### src/rtl/sprite_render_engine.sv
`default_nettype none
// ============================================================================
// Module  : sprite_render_engine
// Brief   : Per-frame erase / move / redraw of N sprites through a pixel port.
// Revision: 1.0  initial release
// ============================================================================
module sprite_render_engine #(
    parameter int         N_SPR     = 2,
    parameter int         SPR_W     = 4,
    parameter int         SPR_H     = 4,
    parameter int         SCR_W     = 160,
    parameter int         SCR_H     = 120,
    parameter logic [2:0] BG_COLOUR = 3'b111,
    parameter bit         WRAP      = 1'b0
) (
    input  logic                 clk,
    input  logic                 resetn,
    input  logic                 tick_i,
    input  logic [8*N_SPR-1:0]   init_x_i,
    input  logic [7*N_SPR-1:0]   init_y_i,
    input  logic [4*N_SPR-1:0]   dir_i,
    input  logic [3*N_SPR-1:0]   colour_a_i,
    input  logic [3*N_SPR-1:0]   colour_b_i,
    input  logic [N_SPR-1:0]     pattern_i,
    output logic                 busy_o,
    output logic [7:0]           vga_x_o,
    output logic [6:0]           vga_y_o,
    output logic [2:0]           vga_colour_o,
    output logic                 vga_we_o,
    output logic [8*N_SPR-1:0]   pos_x_o,
    output logic [7*N_SPR-1:0]   pos_y_o
);

    localparam int OXW = (SPR_W > 1) ? $clog2(SPR_W) : 1;
    localparam int OYW = (SPR_H > 1) ? $clog2(SPR_H) : 1;
    localparam int IW  = (N_SPR > 1) ? $clog2(N_SPR) : 1;

    localparam logic [7:0]     X_MAX    = 8'(SCR_W - SPR_W);
    localparam logic [6:0]     Y_MAX    = 7'(SCR_H - SPR_H);
    localparam logic [OXW-1:0] OX_LAST  = OXW'(SPR_W - 1);
    localparam logic [OYW-1:0] OY_LAST  = OYW'(SPR_H - 1);
    localparam logic [IW-1:0]  IDX_LAST = IW'(N_SPR - 1);

    typedef enum logic [1:0] {
        S_IDLE  = 2'd0,
        S_ERASE = 2'd1,
        S_MOVE  = 2'd2,
        S_DRAW  = 2'd3
    } state_t;

    state_t          state_q;
    logic [IW-1:0]   idx_q;
    logic [OXW-1:0]  ox_q;
    logic [OYW-1:0]  oy_q;
    logic [7:0]      pos_x_q [N_SPR];
    logic [6:0]      pos_y_q [N_SPR];
    logic            busy_q;
    logic            we_q;
    logic [7:0]      vx_q;
    logic [6:0]      vy_q;
    logic [2:0]      col_q;

    logic            w_last;
    logic [OXW-1:0]  w_ox_d;
    logic [OYW-1:0]  w_oy_d;
    logic [IW-1:0]   w_idx_inc;
    logic [7:0]      w_cur_x;
    logic [6:0]      w_cur_y;
    logic [3:0]      w_dir;
    logic [2:0]      w_col_a;
    logic [2:0]      w_col_b;
    logic            w_pat;
    logic [2:0]      w_draw_col_d;
    logic [7:0]      w_x_d;
    logic [6:0]      w_y_d;

    always_comb begin
        w_last    = (ox_q == OX_LAST) && (oy_q == OY_LAST);
        w_ox_d    = (ox_q == OX_LAST) ? '0 : ox_q + 1'b1;
        w_oy_d    = (ox_q == OX_LAST) ? oy_q + 1'b1 : oy_q;
        w_idx_inc = idx_q + 1'b1;
        w_cur_x   = pos_x_q[idx_q];
        w_cur_y   = pos_y_q[idx_q];
        w_dir     = dir_i[4*idx_q +: 4];
        w_col_a   = colour_a_i[3*idx_q +: 3];
        w_col_b   = colour_b_i[3*idx_q +: 3];
        w_pat     = pattern_i[idx_q];
        // Checker colour is chosen for the offset about to be registered.
        w_draw_col_d = (w_pat && (w_ox_d[0] ^ w_oy_d[0])) ? w_col_b : w_col_a;

        // Opposing direction bits cancel; each axis moves at most one pixel.
        w_x_d = w_cur_x;
        if (w_dir[0] && !w_dir[3]) begin
            if (w_cur_x >= X_MAX) w_x_d = WRAP ? 8'd0 : X_MAX;
            else                  w_x_d = w_cur_x + 8'd1;
        end else if (w_dir[3] && !w_dir[0]) begin
            if (w_cur_x == 8'd0)  w_x_d = WRAP ? X_MAX : 8'd0;
            else                  w_x_d = w_cur_x - 8'd1;
        end

        w_y_d = w_cur_y;
        if (w_dir[2] && !w_dir[1]) begin
            if (w_cur_y >= Y_MAX) w_y_d = WRAP ? 7'd0 : Y_MAX;
            else                  w_y_d = w_cur_y + 7'd1;
        end else if (w_dir[1] && !w_dir[2]) begin
            if (w_cur_y == 7'd0)  w_y_d = WRAP ? Y_MAX : 7'd0;
            else                  w_y_d = w_cur_y - 7'd1;
        end
    end

    always_ff @(posedge clk) begin
        if (!resetn) begin
            state_q <= S_IDLE;
            idx_q   <= '0;
            ox_q    <= '0;
            oy_q    <= '0;
            busy_q  <= 1'b0;
            we_q    <= 1'b0;
            vx_q    <= '0;
            vy_q    <= '0;
            col_q   <= '0;
            for (int i = 0; i < N_SPR; i++) begin
                pos_x_q[i] <= init_x_i[8*i +: 8];
                pos_y_q[i] <= init_y_i[7*i +: 7];
            end
        end else begin
            case (state_q)
                S_IDLE: begin
                    if (tick_i) begin
                        state_q <= S_ERASE;
                        busy_q  <= 1'b1;
                        idx_q   <= '0;
                        ox_q    <= '0;
                        oy_q    <= '0;
                        we_q    <= 1'b1;
                        vx_q    <= pos_x_q[0];
                        vy_q    <= pos_y_q[0];
                        col_q   <= BG_COLOUR;
                    end
                end
                S_ERASE: begin
                    if (w_last) begin
                        state_q <= S_MOVE;
                        we_q    <= 1'b0;
                        ox_q    <= '0;
                        oy_q    <= '0;
                    end else begin
                        ox_q  <= w_ox_d;
                        oy_q  <= w_oy_d;
                        vx_q  <= w_cur_x + 8'(w_ox_d);
                        vy_q  <= w_cur_y + 7'(w_oy_d);
                        col_q <= BG_COLOUR;
                    end
                end
                S_MOVE: begin
                    // The first draw pixel already uses the stepped position.
                    pos_x_q[idx_q] <= w_x_d;
                    pos_y_q[idx_q] <= w_y_d;
                    state_q <= S_DRAW;
                    we_q    <= 1'b1;
                    vx_q    <= w_x_d;
                    vy_q    <= w_y_d;
                    col_q   <= w_col_a;
                end
                S_DRAW: begin
                    if (w_last) begin
                        ox_q <= '0;
                        oy_q <= '0;
                        if (idx_q == IDX_LAST) begin
                            state_q <= S_IDLE;
                            busy_q  <= 1'b0;
                            we_q    <= 1'b0;
                        end else begin
                            state_q <= S_ERASE;
                            idx_q   <= w_idx_inc;
                            we_q    <= 1'b1;
                            vx_q    <= pos_x_q[w_idx_inc];
                            vy_q    <= pos_y_q[w_idx_inc];
                            col_q   <= BG_COLOUR;
                        end
                    end else begin
                        ox_q  <= w_ox_d;
                        oy_q  <= w_oy_d;
                        vx_q  <= w_cur_x + 8'(w_ox_d);
                        vy_q  <= w_cur_y + 7'(w_oy_d);
                        col_q <= w_draw_col_d;
                    end
                end
                default: state_q <= S_IDLE;
            endcase
        end
    end

    assign busy_o       = busy_q;
    assign vga_we_o     = we_q;
    assign vga_x_o      = vx_q;
    assign vga_y_o      = vy_q;
    assign vga_colour_o = col_q;

    for (genvar i = 0; i < N_SPR; i++) begin : g_pos
        assign pos_x_o[8*i +: 8] = pos_x_q[i];
        assign pos_y_o[7*i +: 7] = pos_y_q[i];
    end

endmodule
`default_nettype wire

### config.mk
export PLATFORM = sky130hd
export DESIGN_NAME = sprite_render_engine
export DESIGN_NICKNAME = d
export VERILOG_FILES = /design/src/rtl/sprite_render_engine.sv
export SDC_FILE = /design/constraint.sdc
export NUM_CORES = 1
export LEC_CHECK = 0
export BUFFER_PORTS_ARGS = -buffer_cell sky130_fd_sc_hd__buf_2
export CORE_MARGIN = 2
export CORE_UTILIZATION = 30
export CTS_CLUSTER_DIAMETER = 150
export CTS_CLUSTER_SIZE = 28
export DETAILED_ROUTE_END_ITERATION = 10
export PLACE_DENSITY_LB_ADDON = 0.08
export SETUP_SLACK_MARGIN = 0.02
export SLEW_MARGIN = 0
export SYNTH_ARGS = -nofsm -noshare
export SYNTH_HDL_FRONTEND = slang
export SYNTH_SLANG_ARGS = --single-unit
### constraint.sdc
create_clock -name clk -period 7.35 [get_ports clk]
set_input_delay 1.47 -clock clk [delete_from_list [all_inputs] [get_ports clk]]
set_output_delay 1.47 -clock clk [all_outputs]
set_load 0.005 [all_outputs]
Yosys cells after proc, flatten, opt, wreduce, memory -nomap -nowiden. Memory sizes are Yosys's and may differ from the RTL's. A register that Yosys moved wholly into a read port is not among the register bits. Index checks and enable logic that the tools add are counted.

$add $sub $neg: 9. $mul: 1. Order comparisons: 3. Equality and inequality tests: 11. Shifts and indexed selects: 3. Mux-type cells: 64. Bitwise operators: 1. Reduce and logical (&&, ||, !) cells: 23.

Operators with widths (number): $mux W8 (9); $mux W7 (9); $pmux W8 S4 (1); $pmux W7 S4 (1); $mux W1 (24); $mux W2 (8); $mux W3 (5); $pmux W3 S4 (1); $shiftx A6 B4 Y3 (2); $ne A2 B2 Y1 const B (5); $reduce_and A3 Y1 (3); $add A8 B1 Y8 const B (1); $add A8 B2 Y8 (1); $eq A2 B2 Y1 const B (4); $ge A8 B8 Y1 const B (1); $logic_not A8 Y1 (1); $pmux W2 S2 (2); $pmux W2 S4 (1); $reduce_or A8 Y1 (1); $shiftx A8 B4 Y4 (1); $sub A8 B1 Y8 const B (1); $add A7 B1 Y7 const B (1); $add A7 B2 Y7 (1); $ge A7 B7 Y1 const B (1); other kinds (19) (30).

Bits in registers: 27. Bits in writable memories: 30. Input bits: 55. Output and inout bits: 50. Word-level logic and storage cells: 126. Memories: 2.

Memory list: pos_x_q (depth 2, width 8, read ports 4, clocked after memory_dff 1, wr ports 2, line 55) `logic [7:0] pos_x_q [N_SPR];`; pos_y_q (depth 2, width 7, read ports 4, clocked after memory_dff 1, wr ports 2, line 56) `logic [6:0] pos_y_q [N_SPR];`.

Logic depth before layout (Yosys ltp).
Word-level depth: 7. Depth in mapped cells: 13. Gate-level depth less buffers: 10.

Least setup slack after synthesis. OpenSTA, ideal clock, no wires.

Path kind: input to register. Start: input dir_i[6]. End: memory pos_y_q[1][5] (data pin). Setup time: 0.142 ns. Arrival time: 2.803 ns. Data required time: 7.208 ns. Slack: 4.405 ns. Cell stages on the path: 6. Path buffers: 0. Cells stage by stage: and3b_1 o22ai_1 or3_1 or3_1 o211a_2 o21ai_2.

RTL lines: start: declaration (line 21) `input logic [4*N_SPR-1:0] dir_i,`; end: declaration (line 56).

==> out/results.tsv <==
stage	metric	value	unit
floorplan	initial core utilization	0.306	
timing	achievable clock frequency	283	MHz
worst_setup_path	largest stage delay on the critical path	0.73	ns
worst_setup_path	CP Class	primary input to flip-flop	
drt	Post-route DRC	0	
cells_and_area	Syn-to-layout area delta	19.6	%
worst_setup_path	crit path launch type	primary input	
timing	final period utilization	0.480	
global_routing	vias in the first global route	4405	
placed_design	Cell Count Post-Placement	796	
logic_synthesis	Async S/R FF share, synth	0	
global_routing	global route total overflow	0	
clocking	CTS tree	done	
floorplan	height of the die	129	um
clocking	Root Driver	clkbuf_16	
logic_synthesis	Synth Area in Adders	0.0490	
clocking	clock buffer depth	2	
worst_setup_path	CP Data Required Time	7.27	ns
timing	# setup viols final	0	
logic_synthesis	compound-cell area share of the yosys netlist	0.261	
logic_synthesis	multiplexer share of the synthesized area	0.104	
cells_and_area	fin util	0.366	
clocking	clk sinks	58	
clocking	Clk pin slew, worst setup/hold paths	0.05	ns
clocking	worst skew pair latency	0.33	ns
worst_setup_path	nature of the critical path endpoint	flip-flop	
logic_synthesis	count of distinct cell types in the synthesized netlist	72	
timing	Worst-Margin Slew	1.05	ns
global_routing	global-route wire length before repair	25.4	mm
clocking	TritonCTS Buffers	9	
drt	total wire length	16.7	mm
timing	final setup TNS	0	ns
floorplan	Die Width	129	um
floorplan	I/O pin cnt	105	
logic_synthesis	register area share after synthesis	0.314	
placed_design	Port Buf Inserts	104	
logic_synthesis	Avg Inst Size Synth	8.76	um2
drt	TritonRoute pass-1 iters	5	
timing	RSZ-0062 raised after global routing	no	
placed_design	routability cong.	0.844	
worst_setup_path	CP top delay family	simple AND/OR/NAND/NOR gates	
drt	DR WL/cell	20.6	um
worst_setup_path	CP max FO	30	
clocking	Post-CTS Setup Bufs	0	
timing	crit path time final	3.53	ns
worst_setup_path	Crit-path slowest cell	or3_1	
logic_synthesis	synthesized area	4650	um2
logic_synthesis	Post-synth top flop	edfxtp_1	
logic_synthesis	Net Count, Synth	603	
logic_synthesis	Mapped Cells	531	
cells_and_area	ratio of cells with drive above 1 in the final layout	0.277	
floorplan	row count	45	
hold_path	Hold Startpoint	vga_we_o$_SDFFE_PN0P_	
cells_and_area	Non-Filler Instances	812	
worst_setup_path	CP arrival	3.45	ns
logic_synthesis	FF+latch count, synth	58	
worst_setup_path	Crit. Startpoint	resetn	
pwr	Leak	0.00217	uW
timing	Clock Skew	0.00737	ns
logic_synthesis	Post-synth EDFFs	30	
timing	Worst slew margin	0.297	
placed_design	DP HPWL	12.1	mm
logic_synthesis	largest family of logic cells by synthesized area	compound AO/OA/AOI/OAI gates	
hold_path	worst hold path type	flip-flop to flip-flop	
worst_setup_path	cell breakdown of the critical path	buf_2, inv_1, or3_1, nand2_1	
floorplan	Die Area	16500	um2
pwr	VDD IR max	0.156	mV
pwr	PwrDens	301	nW/um2
drt	Vias/cell	5.77	
worst_setup_path	CP bufs+invs	2	
timing	Final Hold Viols	0	
logic_synthesis	xor/xnor cell area share of the yosys netlist	0.0433	
job	Max Cap Viol	0	
drt	Antenna Nets Post-Route	0	
global_routing	antenna violations before repair	0	
drt	Via Count	4687	
cells_and_area	fin nets	691	
status	status	completed	
logic_synthesis	YS warnings	0	
clocking	H-tree levels	3	
global_routing	pin count of the biggest net entering global routing	47	
global_routing	All-Layer GR Usage	0.201	
clocking	CTS Hold Bufs	0	
clocking	post-CTS sizing	0	
drt	DR iter-0 viols	414	
timing	Max Slew Vio Count	0	
floorplan	core area	15200	um2
cells_and_area	Diodes inserted	0	
logic_synthesis	Post-Synth Simple-Gate Area	0.184	
## worst register-to-register path, stage by stage (launching register included)
cell and delay (ns):
dfxtp_2 1.02, mux2i_2 0.54, ha_1 0.36, nand2_1 0.10, o31ai_1 0.33, a2bb2oi_1 0.53, o21ai_0 0.18
## routing by layer
| metal | wire length, um | track usage | vias up |
|---|---|---|---|
| met1 | 8140 | 0.294 | 2246 |
| met3 | 1100 | 0.0383 | 27 |
| met2 | 7120 | 0.302 | 206 |
| li1 | - | - | 2208 |
| met5 | 0 | 0 | - |
| met4 | 334 | 0.0543 | 0 |
## kinds of logic after synthesis
kind of cell,Yosys count
multiplexers,42
XOR/XNOR,23
AO/OA/AOI/OAI,177
flip-flops,58
AND/OR/NAND/NOR,167
adder cells (fa/ha/maj),17
buffers and inverters,47
## power breakdown
group	internal, uW	switching [uW]	leakage, uW
registers	432	104	0.000526
clock network	230	161	0.000132
logic	294	456	0.00151
total	957	721	0.00217
## area by class of cell
| type | count | area (um2) |
|---|---|---|
| clock buffers | 9 | 225 |
| clock inverters | 7 | 55.1 |
| fillers | 1598 | 9640 |
| inverters | 17 | 63.8 |
| multi-input cells | 426 | 2980 |
| flip-flops and latches | 58 | 1460 |
| well taps | 188 | 235 |
| repair buffers | 107 | 543 |
## cells in the mapped netlist (4+ instances only)
library cell / n / area (um2)
a22o_1: 4 / 35.0
buf_2: 6 / 30.0
ha_1: 15 / 188
nand3_1: 14 / 70.1
inv_1: 15 / 56.3
a32oi_1: 5 / 43.8
nand2b_1: 4 / 25.0
o21ai_1: 4 / 20.0
nor2_1: 32 / 120
a21oi_1: 29 / 145
nor3b_1: 7 / 52.6
nand2_1: 58 / 218
o211ai_1: 5 / 37.5
o21a_1: 9 / 67.6
or3_1: 11 / 68.8
nand4_1: 5 / 31.3
clkbuf_1: 19 / 71.3
nor3_1: 10 / 50.1
mux2_2: 23 / 259
a221oi_1: 14 / 123
nand3b_1: 5 / 37.5
dfxtp_1: 28 / 561
mux2i_1: 15 / 150
o31ai_1: 5 / 37.5
xor2_1: 6 / 52.6
a211oi_1: 5 / 37.5
edfxtp_1: 30 / 901
xnor2_1: 17 / 149
o21ai_0: 55 / 275
## through the flow
step / total power (uW) / setup WS [ns] / instance area, um2 / hold WS [ns]
floorplan: 994 / 4.40 / 4650 / 0.436
global placement: 1290 / 3.51 / 5280 / 0.447
detailed placement: 1280 / 3.45 / 5280 / 0.447
CTS: 1680 / 3.80 / 5560 / 0.454
global route: 1790 / 3.59 / 5560 / 0.489
finish: 1680 / 3.82 / 5560 / 0.454
## flip-flops by register name (all words and copies together), names as in the netlist, named ones only
name	count
pos_y_q	14
ox_q	2
vga_x_o	8
pos_x_q	16
idx_q	1
vga_y_o	7
vga_we_o	1
busy_o	1
vga_colour_o	3
state_q	2
oy_q	2
## path summary, 6_finish.rpt
| check | slack (ns) | endpoint | cells past startpoint |
|---|---|---|---|
| min reg2reg | 0.45 | vga_we_o$_SDFFE_PN0P_ | 2 |
| max reg2reg | 4.02 | pos_y_q[1][3]$_DFFE_PP_ | 6 |
| min | 0.45 | vga_we_o$_SDFFE_PN0P_ | 2 |
| max | 3.82 | pos_x_q[0][3]$_DFFE_PP_ | 4 |
## cells in the final DEF (no fill, tap or decap), types with 4 or more instances in the layout
master	n
inv_1	15
nand3b_1	5
xnor2_1	17
o21ai_0	55
dfxtp_1	27
edfxtp_1	30
mux2_2	23
o31ai_1	5
nand2b_1	4
a22o_1	4
nand2_1	58
nor2_1	32
a21oi_1	29
nand4_1	5
a32oi_1	5
nand3_1	14
ha_1	15
or3_1	11
buf_2	104
clkbuf_16	9
mux2i_1	15
xor2_1	6
o211ai_1	5
o21ai_1	4
a211oi_1	5
nor3b_1	7
nor3_1	10
o21a_1	9
a221oi_1	14
Power figures use the tool's default switching activity.
